===== src/rtl/pr_bridge_pkg.sv =====
// Shared definitions for the processor/peripheral bridge: FSM encoding, address map, device count.
package pr_bridge_pkg;

  localparam int unsigned NUM_DEV = 3;

  typedef enum logic [1:0] {
    ST_IDLE   = 2'd0,
    ST_ACCESS = 2'd1,
    ST_WAIT   = 2'd2,
    ST_DONE   = 2'd3
  } state_t;

  typedef enum logic [2:0] {
    SEL_DEV0 = 3'd0,
    SEL_DEV1 = 3'd1,
    SEL_DEV2 = 3'd2,
    SEL_ACK  = 3'd3,
    SEL_NONE = 3'd4
  } dev_sel_t;

  localparam logic [31:0] DEV0_BASE  = 32'h0000_7F00;
  localparam logic [31:0] DEV0_LIMIT = 32'h0000_7F0B;
  localparam logic [31:0] DEV1_BASE  = 32'h0000_7F10;
  localparam logic [31:0] DEV1_LIMIT = 32'h0000_7F1B;
  localparam logic [31:0] DEV2_BASE  = 32'h0000_7F20;
  localparam logic [31:0] DEV2_LIMIT = 32'h0000_7F2F;
  localparam logic [31:0] ACK_ADDR   = 32'h0000_7F30;
  localparam logic [31:0] ACK_LIMIT  = 32'h0000_7F33;

  // Limits are the last byte of the last word, so byte offsets within a mapped word decode alike.
  function automatic dev_sel_t decode_addr(input logic [31:0] addr, input logic ack_en);
    if (addr >= DEV0_BASE && addr <= DEV0_LIMIT) return SEL_DEV0;
    if (addr >= DEV1_BASE && addr <= DEV1_LIMIT) return SEL_DEV1;
    if (addr >= DEV2_BASE && addr <= DEV2_LIMIT) return SEL_DEV2;
    if (ack_en && addr >= ACK_ADDR && addr <= ACK_LIMIT) return SEL_ACK;
    return SEL_NONE;
  endfunction

endpackage


===== src/rtl/pr_irq_sync.sv =====
// Two-flop synchronizer for device interrupt levels, plus sticky rising-edge pending bits
// when PR_BRIDGE_IRQ_LATCH_EN is defined (otherwise the synchronized levels pass through).
module pr_irq_sync
  import pr_bridge_pkg::*;
(
  input  logic               clk,
  input  logic               rst,
  input  logic [NUM_DEV-1:0] irq_i,
  input  logic [NUM_DEV-1:0] clr_i,
  output logic [NUM_DEV-1:0] irq_o
);

  logic [NUM_DEV-1:0] meta_q;
  logic [NUM_DEV-1:0] sync_q;

  always_ff @(posedge clk or posedge rst) begin
    if (rst) begin
      meta_q <= '0;
      sync_q <= '0;
    end else begin
      meta_q <= irq_i;
      sync_q <= meta_q;
    end
  end

`ifdef PR_BRIDGE_IRQ_LATCH_EN
  logic [NUM_DEV-1:0] prev_q;
  logic [NUM_DEV-1:0] pend_q;
  logic [NUM_DEV-1:0] pend_d;

  // A new edge overrides a clear landing in the same cycle.
  always_comb pend_d = (pend_q & ~clr_i) | (sync_q & ~prev_q);

  always_ff @(posedge clk or posedge rst) begin
    if (rst) begin
      prev_q <= '0;
      pend_q <= '0;
    end else begin
      prev_q <= sync_q;
      pend_q <= pend_d;
    end
  end

  assign irq_o = pend_q;
`else
  logic [NUM_DEV-1:0] unused_clr;
  assign unused_clr = clr_i;
  assign irq_o      = sync_q;
`endif

endmodule


===== src/rtl/pr_bridge.sv =====
// CPU-to-peripheral bridge: one access at a time, PrRdy pulses 2 cycles (writes/unmapped)
// or 2+WAIT_RD cycles (reads) after PrReq. Optional IRQ latching via PR_BRIDGE_IRQ_LATCH_EN.
module pr_bridge
  import pr_bridge_pkg::*;
#(
  parameter int unsigned WAIT_RD = 1
) (
  input  logic        clk,
  input  logic        rst,
  input  logic        PrReq,
  input  logic [31:0] PrAddr,
  input  logic [31:0] PrWD,
  input  logic        Wen,
  output logic [31:0] PrRD,
  output logic        PrRdy,
  output logic        PrErr,
  output logic [3:0]  dev_addr,
  output logic [31:0] dev_wd,
  output logic [2:0]  dev_we,
  input  logic [31:0] dev_rd0,
  input  logic [31:0] dev_rd1,
  input  logic [31:0] dev_rd2,
  input  logic [2:0]  dev_irq,
  output logic [5:0]  HWInt
);

`ifdef PR_BRIDGE_IRQ_LATCH_EN
  localparam logic ACK_EN = 1'b1;
`else
  localparam logic ACK_EN = 1'b0;
`endif

  state_t             state_q, state_d;
  logic [31:0]        addr_q, addr_d;
  logic [31:0]        wd_q, wd_d;
  logic               wen_q, wen_d;
  logic [1:0]         cnt_q, cnt_d;
  logic [31:0]        rd_q, rd_d;
  logic               err_q, err_d;
  dev_sel_t           sel;
  logic [31:0]        rd_mux;
  logic [NUM_DEV-1:0] ack_clr;
  logic [NUM_DEV-1:0] irq_vec;

  assign sel = decode_addr(addr_q, ACK_EN);

  always_comb begin
    case (sel)
      SEL_DEV0: rd_mux = dev_rd0;
      SEL_DEV1: rd_mux = dev_rd1;
      SEL_DEV2: rd_mux = dev_rd2;
      SEL_ACK:  rd_mux = {29'b0, irq_vec};
      default:  rd_mux = '0;
    endcase
  end

  always_comb begin
    state_d = state_q;
    addr_d  = addr_q;
    wd_d    = wd_q;
    wen_d   = wen_q;
    cnt_d   = cnt_q;
    rd_d    = rd_q;
    err_d   = err_q;
    dev_we  = '0;
    ack_clr = '0;
    case (state_q)
      ST_IDLE: begin
        if (PrReq) begin
          addr_d  = PrAddr;
          wd_d    = PrWD;
          wen_d   = Wen;
          state_d = ST_ACCESS;
        end
      end
      ST_ACCESS: begin
        if (sel == SEL_NONE) begin
          rd_d    = '0;
          err_d   = 1'b1;
          state_d = ST_DONE;
        end else if (wen_q) begin
          case (sel)
            SEL_DEV0: dev_we = 3'b001;
            SEL_DEV1: dev_we = 3'b010;
            SEL_DEV2: dev_we = 3'b100;
            default:  ack_clr = wd_q[NUM_DEV-1:0];
          endcase
          err_d   = 1'b0;
          state_d = ST_DONE;
        end else if (WAIT_RD == 0) begin
          rd_d    = rd_mux;
          err_d   = 1'b0;
          state_d = ST_DONE;
        end else begin
          cnt_d   = 2'(WAIT_RD - 1);
          state_d = ST_WAIT;
        end
      end
      ST_WAIT: begin
        if (cnt_q == 2'd0) begin
          rd_d    = rd_mux;
          err_d   = 1'b0;
          state_d = ST_DONE;
        end else begin
          cnt_d = cnt_q - 2'd1;
        end
      end
      default: state_d = ST_IDLE;
    endcase
  end

  always_ff @(posedge clk or posedge rst) begin
    if (rst) begin
      state_q <= ST_IDLE;
      addr_q  <= '0;
      wd_q    <= '0;
      wen_q   <= 1'b0;
      cnt_q   <= '0;
      rd_q    <= '0;
      err_q   <= 1'b0;
    end else begin
      state_q <= state_d;
      addr_q  <= addr_d;
      wd_q    <= wd_d;
      wen_q   <= wen_d;
      cnt_q   <= cnt_d;
      rd_q    <= rd_d;
      err_q   <= err_d;
    end
  end

  pr_irq_sync u_irq (
    .clk   (clk),
    .rst   (rst),
    .irq_i (dev_irq),
    .clr_i (ack_clr),
    .irq_o (irq_vec)
  );

  assign PrRdy    = (state_q == ST_DONE);
  assign PrRD     = rd_q;
  assign PrErr    = err_q;
  assign dev_addr = addr_q[3:0];
  assign dev_wd   = wd_q;
  assign HWInt    = {3'b000, irq_vec};

endmodule

===== config.mk =====
export PLATFORM = sky130hd
export DESIGN_NAME = pr_bridge
export DESIGN_NICKNAME = d
export VERILOG_FILES = /design/src/rtl/pr_bridge_pkg.sv /design/src/rtl/pr_irq_sync.sv /design/src/rtl/pr_bridge.sv
export SDC_FILE = /design/constraint.sdc
export NUM_CORES = 1
export LEC_CHECK = 0
export CAP_MARGIN = 30
export CORE_AREA = 3 3 105 133
export DETAILED_ROUTE_END_ITERATION = 8
export DIE_AREA = 0 0 108 136
export GPL_ROUTABILITY_DRIVEN = 0
export GPL_TIMING_DRIVEN = 0
export PLACE_DENSITY_LB_ADDON = 0.05
export SLEW_MARGIN = 20
export SYNTH_ARGS = -nofsm -noshare
export SYNTH_HDL_FRONTEND = slang
export SYNTH_SLANG_ARGS = --single-unit

===== constraint.sdc =====
create_clock -name clk -period 9.5 [get_ports clk]
set_input_delay 1.9 -clock clk [delete_from_list [all_inputs] [get_ports clk]]
set_output_delay 1.9 -clock clk [all_outputs]
set_load 0.02 [all_outputs]

# Yosys cells after proc, flatten, opt, wreduce, memory -nomap -nowiden
# Cells that the tools add are included.
# classes
magnitude_cmp	6
muxes	33
n_eq_ne	14
reduce_logical	12
n_addsub	1
# op_table
op	count
$pmux W32 S4	1
$ge A32 B15 Y1 const B	3
$le A32 B15 Y1 const B	3
$mux W32	2
$pmux W32 S2	1
$mux W3	9
$ne A2 B2 Y1 const B	6
$mux W1	11
$mux W2	5
$pmux W3 S3	1
$eq A3 B2 Y1 const B	2
$pmux W2 S3	1
$reduce_and A3 Y1	2
$eq A2 B2 Y1 const B	2
$logic_not A2 Y1	2
$pmux W2 S2	1
$reduce_and A2 Y1	2
$reduce_and A4 Y1	1
$eq A3 B1 Y1 const B	1
$eq A3 B3 Y1 const B	1
$logic_and A1 B1 Y1	3
$logic_not A3 Y1	1
$ne A3 B3 Y1 const B	1
$eq A2 B1 Y1 const B	1
other kinds (3)	3
# totals
out_inout_bits	79
register_bits	108
word_cells	75

# Logic depth before layout (Yosys ltp)
# logic_depth
depth_word	14
ltp_mapped	9
depth_no_buf	7

# By module
# From an unflattened synthesis, not the netlist that was laid out.
# hier_totals
hier_cells	369
hier_area_um2	4850.9
# modules_own_cells
module	cells_per_inst	seq_area_each_um2	n_inst	area_per_inst_um2
pr_bridge	362	2552.4	1	4697.0
pr_irq_sync	7	150.1	1	153.9

# Worst setup path after synthesis
# Ideal clock, no wire load.
# synth_path
path_type	register to output
from	register addr_q[23]
to	output port dev_we[2]
path_buffers	0
path_stages_with_launch	5
required_ns	7.600
setup_slack_ns	5.433
t_arrival_ns	2.167
path_cell_list	dfrtp_1 > or4_1 > nor4_2 > nand2_1 > nor4b_1
# synth_between
elab_chain_cells	13
elab_cells_between_ends	28
classes_between	order compare (6); eq/ne (3); mux (15); reduce/logical (4)
# synth_lines
element	line	rtl
start, declared	pr_bridge.sv:34	logic [31:0] addr_q, addr_d;
start signal, assigned	pr_bridge.sv:123	addr_q <= addr_d;
$ge A32 B15 Y1 / $le A32 B15 Y1 (equally long branches)	pr_bridge_pkg.sv:34	if (addr >= DEV2_BASE && addr <= DEV2_LIMIT) return SEL_DEV2;
$logic_and A1 B1 Y1	pr_bridge_pkg.sv:34	
$mux W1 (2 in series)	pr_bridge_pkg.sv:34	
$mux W1	pr_bridge_pkg.sv:33	if (addr >= DEV1_BASE && addr <= DEV1_LIMIT) return SEL_DEV1;
$mux W3	pr_bridge_pkg.sv:35	if (ack_en && addr >= ACK_ADDR && addr <= ACK_LIMIT) return SEL_ACK;
$mux W3	pr_bridge_pkg.sv:34	
$mux W3 *	pr_bridge_pkg.sv:33	
$eq A3 B2 Y1, or another cell as far along	pr_bridge.sv:82	case (sel)
$pmux W3 S3	pr_bridge.sv:82	
$mux W3	pr_bridge.sv:81	end else if (wen_q) begin
$mux W3 *	pr_bridge.sv:77	if (sel == SEL_NONE) begin
$mux W3 *	pr_bridge.sv:67	case (state_q)
end, declared	pr_bridge.sv:19	output logic [2:0] dev_we,
# Every way passes the cells marked *; elsewhere a longest branch is shown, timed or not. The select of a mux whose other input is x is not followed.

# Final worst setup path
# layout_path
from	register addr_q[23]
to	output port dev_we[1]
# The elaborated chain is that of the path after synthesis.

==> run metrics <==
cells after synthesis 398; number of setup buffers added after CTS 0; #FFs+latches synth 108; largest fanout on the critical path 4; initial drt markers 95; vias in the first global route 4285; crit path to dev_we[1]; power share of the sequential group between 30% and 40%; yosys warns 0; Avg Vias per Cell 4.85; CP cell instances or4_1, nor4_2, nand2_1, nor4_1, clkdlybuf4s50_1; Area growth syn-to-layout 59.7%; antenna violations before repair 0; Post-DP Area 7630 sq um; Reg-to-Reg End PrRD[22]; Post-Syn Area 4950 sq um; Root Driver clkbuf_16; Core Rows 46; number of slew-limit violations in the final report 0; syn avg cell area roughly 12 sq um; critical path type flip-flop to primary output; drt wl/cell 16.8 um; CTS H-tree depth 3; RSZ-0062 raised after global routing false; type of destination of the critical path primary output; Synth area leaders dfrtp_1 55%, mux2_2 15%, mux2i_1 6.5%; layout cells sized above 1 about 16%; gr ovfl total 0; EDFF count, synth 0; Worst VDD drop between 0.00015 and 0.0002 V; sequential share of the synthesized area 54.5%; NetSw 0.710 mW; clk sink count ~110; Setup Slack @ Placement 5030 ps; Detailed Routing Iterations Pass 1 4; clock share of power 17.9%; outcome complete, no violations; Internal Power roughly 1.3 mW; Multi-input gate area 2020 sq um; setup ws final 4640 ps; # nets final 826; R2R setup slack just over 7000 ps; cell at the slowest stage of the critical path clkdlybuf4s50_1; post-layout util 62.2%; Hold Buf Count CTS 0; Synth top area share 54.5%; pwr dens 252 nW/um^2; predominant post-synthesis flop cell dfrtp_1; number of fill cells about 1100; CP startpoint kind flip-flop; via count 4014; Slew @ Worst Pin 703 ps; r2r worst-path depth 6; distinct cell type count after synthesis 39; Fmax just over 200 MHz; min Tclk post-route 4860 ps; Num CTS Buffers 9; fin area approximately 7900 sq um; TritonCTS clock tree done; switching share of power a little over a third; Max stage delay on crit path approximately 690 ps; DRT Wirelength 13.9 mm; RR Startpoint addr_q[23]; dpl hpwl 11.0 mm; Critical Path RT 7600 ps; Initial Util 39.0%; drc violations 0; Max clock buf depth 2; ANT nets after route 0; leakage power 3.37 nW; Sequential Area 2700 sq um; all-layer global routing usage 18.7%; first-pass GRT wire length between 20 and 25 mm; largest area contributor in the netlist dfrtp_1; Worst Setup SP addr_q[23]; final hold violation count 0; ys async rst share 100%; Core ar. between 10000 and 15000 sq um; total die area 14700 sq um; post-CTS sizing 0; IO Port Bufs 242; Die Wd 108 um; pin count of the biggest net entering global routing 59; Hold WC Path Type flip-flop to flip-flop; setup TNS 0 ps; Worst Skew 7.57 ps; combinational share of power 47.5%; final worst path period share 51.1%; Setup violations, final 0; diode count 0; Ports 246; Die H around 140 um; CTS clk-pin slew, worst paths 70 ps; max-cap violations 0; clk_lat worst skew 340 ps; Rel. slew slack 53.1%; CP arrival 2960 ps
final cells by class:
class	count	area share [%]
clock inverter	7	0.759
multi-input combinational	249	25.5
tap	168	2.66
inverter	10	0.538
timing repair buffer	243	31.0
buffer	33	2.59
clock buffer	9	2.85
sequential	108	34.2
critical path: cells and delay by family (launching register included):
kind | cells | cell delay [ps]
flops | 1 | 370
buf+inv | 1 | 690
simple gates | 4 | 1550
worst min-delay path by stage:
stage	start	to	slack [ps]	cells past startpoint
3_5_place_dp	u_irq.meta_q[0]	u_irq.irq_o[0]	340	0
2_1_floorplan	u_irq.meta_q[0]	u_irq.irq_o[0]	330	0
3_3_place_gp	u_irq.meta_q[1]	u_irq.irq_o[1]	340	0
5_1_grt	u_irq.meta_q[0]	u_irq.irq_o[0]	360	0
6_report	u_irq.meta_q[0]	u_irq.irq_o[0]	350	0
4_1_cts	u_irq.meta_q[0]	u_irq.irq_o[0]	350	0
metal layers:
layer | up-vias | wire [um] | global-route usage, %
met2 | 153 | 7310 | 34.3
met1 | 1912 | 5000 | 20.3
met3 | 15 | 1330 | 6.32
met4 | 0 | 225 | 5.26
li1 | 1934 | - | -
met5 | - | 0 | 0
through the flow:
stage	std cells	power (mW)	hold WS (ps)
floorplan	400	1.28	331
global route	827	2.13	359
finish	827	1.99	354
CTS	827	2.02	354
detailed placement	811	1.66	338
global placement	810	1.63	335
power groups by stage:
stage                     Combinational (mW)  Sequential (mW)  Clock (mW)
after floorplan                        0.509            0.775           0
after global placement                 0.939            0.692           0
after detailed placement               0.959            0.703           0
after CTS                              0.962            0.693       0.369
after global routing                    1.03            0.713       0.385
final                                  0.946            0.690       0.356
sequential cells by signal (all words and copies together) (netlist names):
name	count
PrErr	1
cnt_q	2
PrRD	32
wen_q	1
u_irq.irq_o	3
addr_q	32
dev_wd	32
state_q	2
u_irq.meta_q	3
cell usage after synthesis (5+ instances only):
master	n
o21ai_0	34
clkbuf_1	14
nand2_1	40
dfrtp_1	108
mux2i_1	32
inv_1	10
ha_1	5
buf_4	7
buf_6	7
mux2_2	66
a22o_1	32
cell families after synthesis:
group,count (synthesis),share of synthesized area [%]
other,1,0.0757
flip-flops,108,54.5
AND/OR/NAND/NOR,63,6.34
adder cells (fa/ha/maj),5,1.26
AO/OA/AOI/OAI,80,11.4
buffers and inverters,43,4.90
multiplexers,98,21.5
cell usage in the layout, fill, tap and decap left out, types with 3 or more instances in the layout:
cell	netlist	routed
o21ai_0	34	34
dfrtp_1	108	108
mux2_2	66	66
nor4_1	3	3
clkbuf_16	0	9
buf_4	7	7
conb_1	1	3
buf_1	3	3
mux2i_1	32	32
nand2_1	40	40
a22o_1	32	32
inv_1	10	9
clkbuf_1	14	14
ha_1	5	5
nor2_1	3	3
clkdlybuf4s50_1	0	242
or4_1	3	3
clkinv_4	0	4
buf_6	7	7
Power figures use the tool's default switching activity.
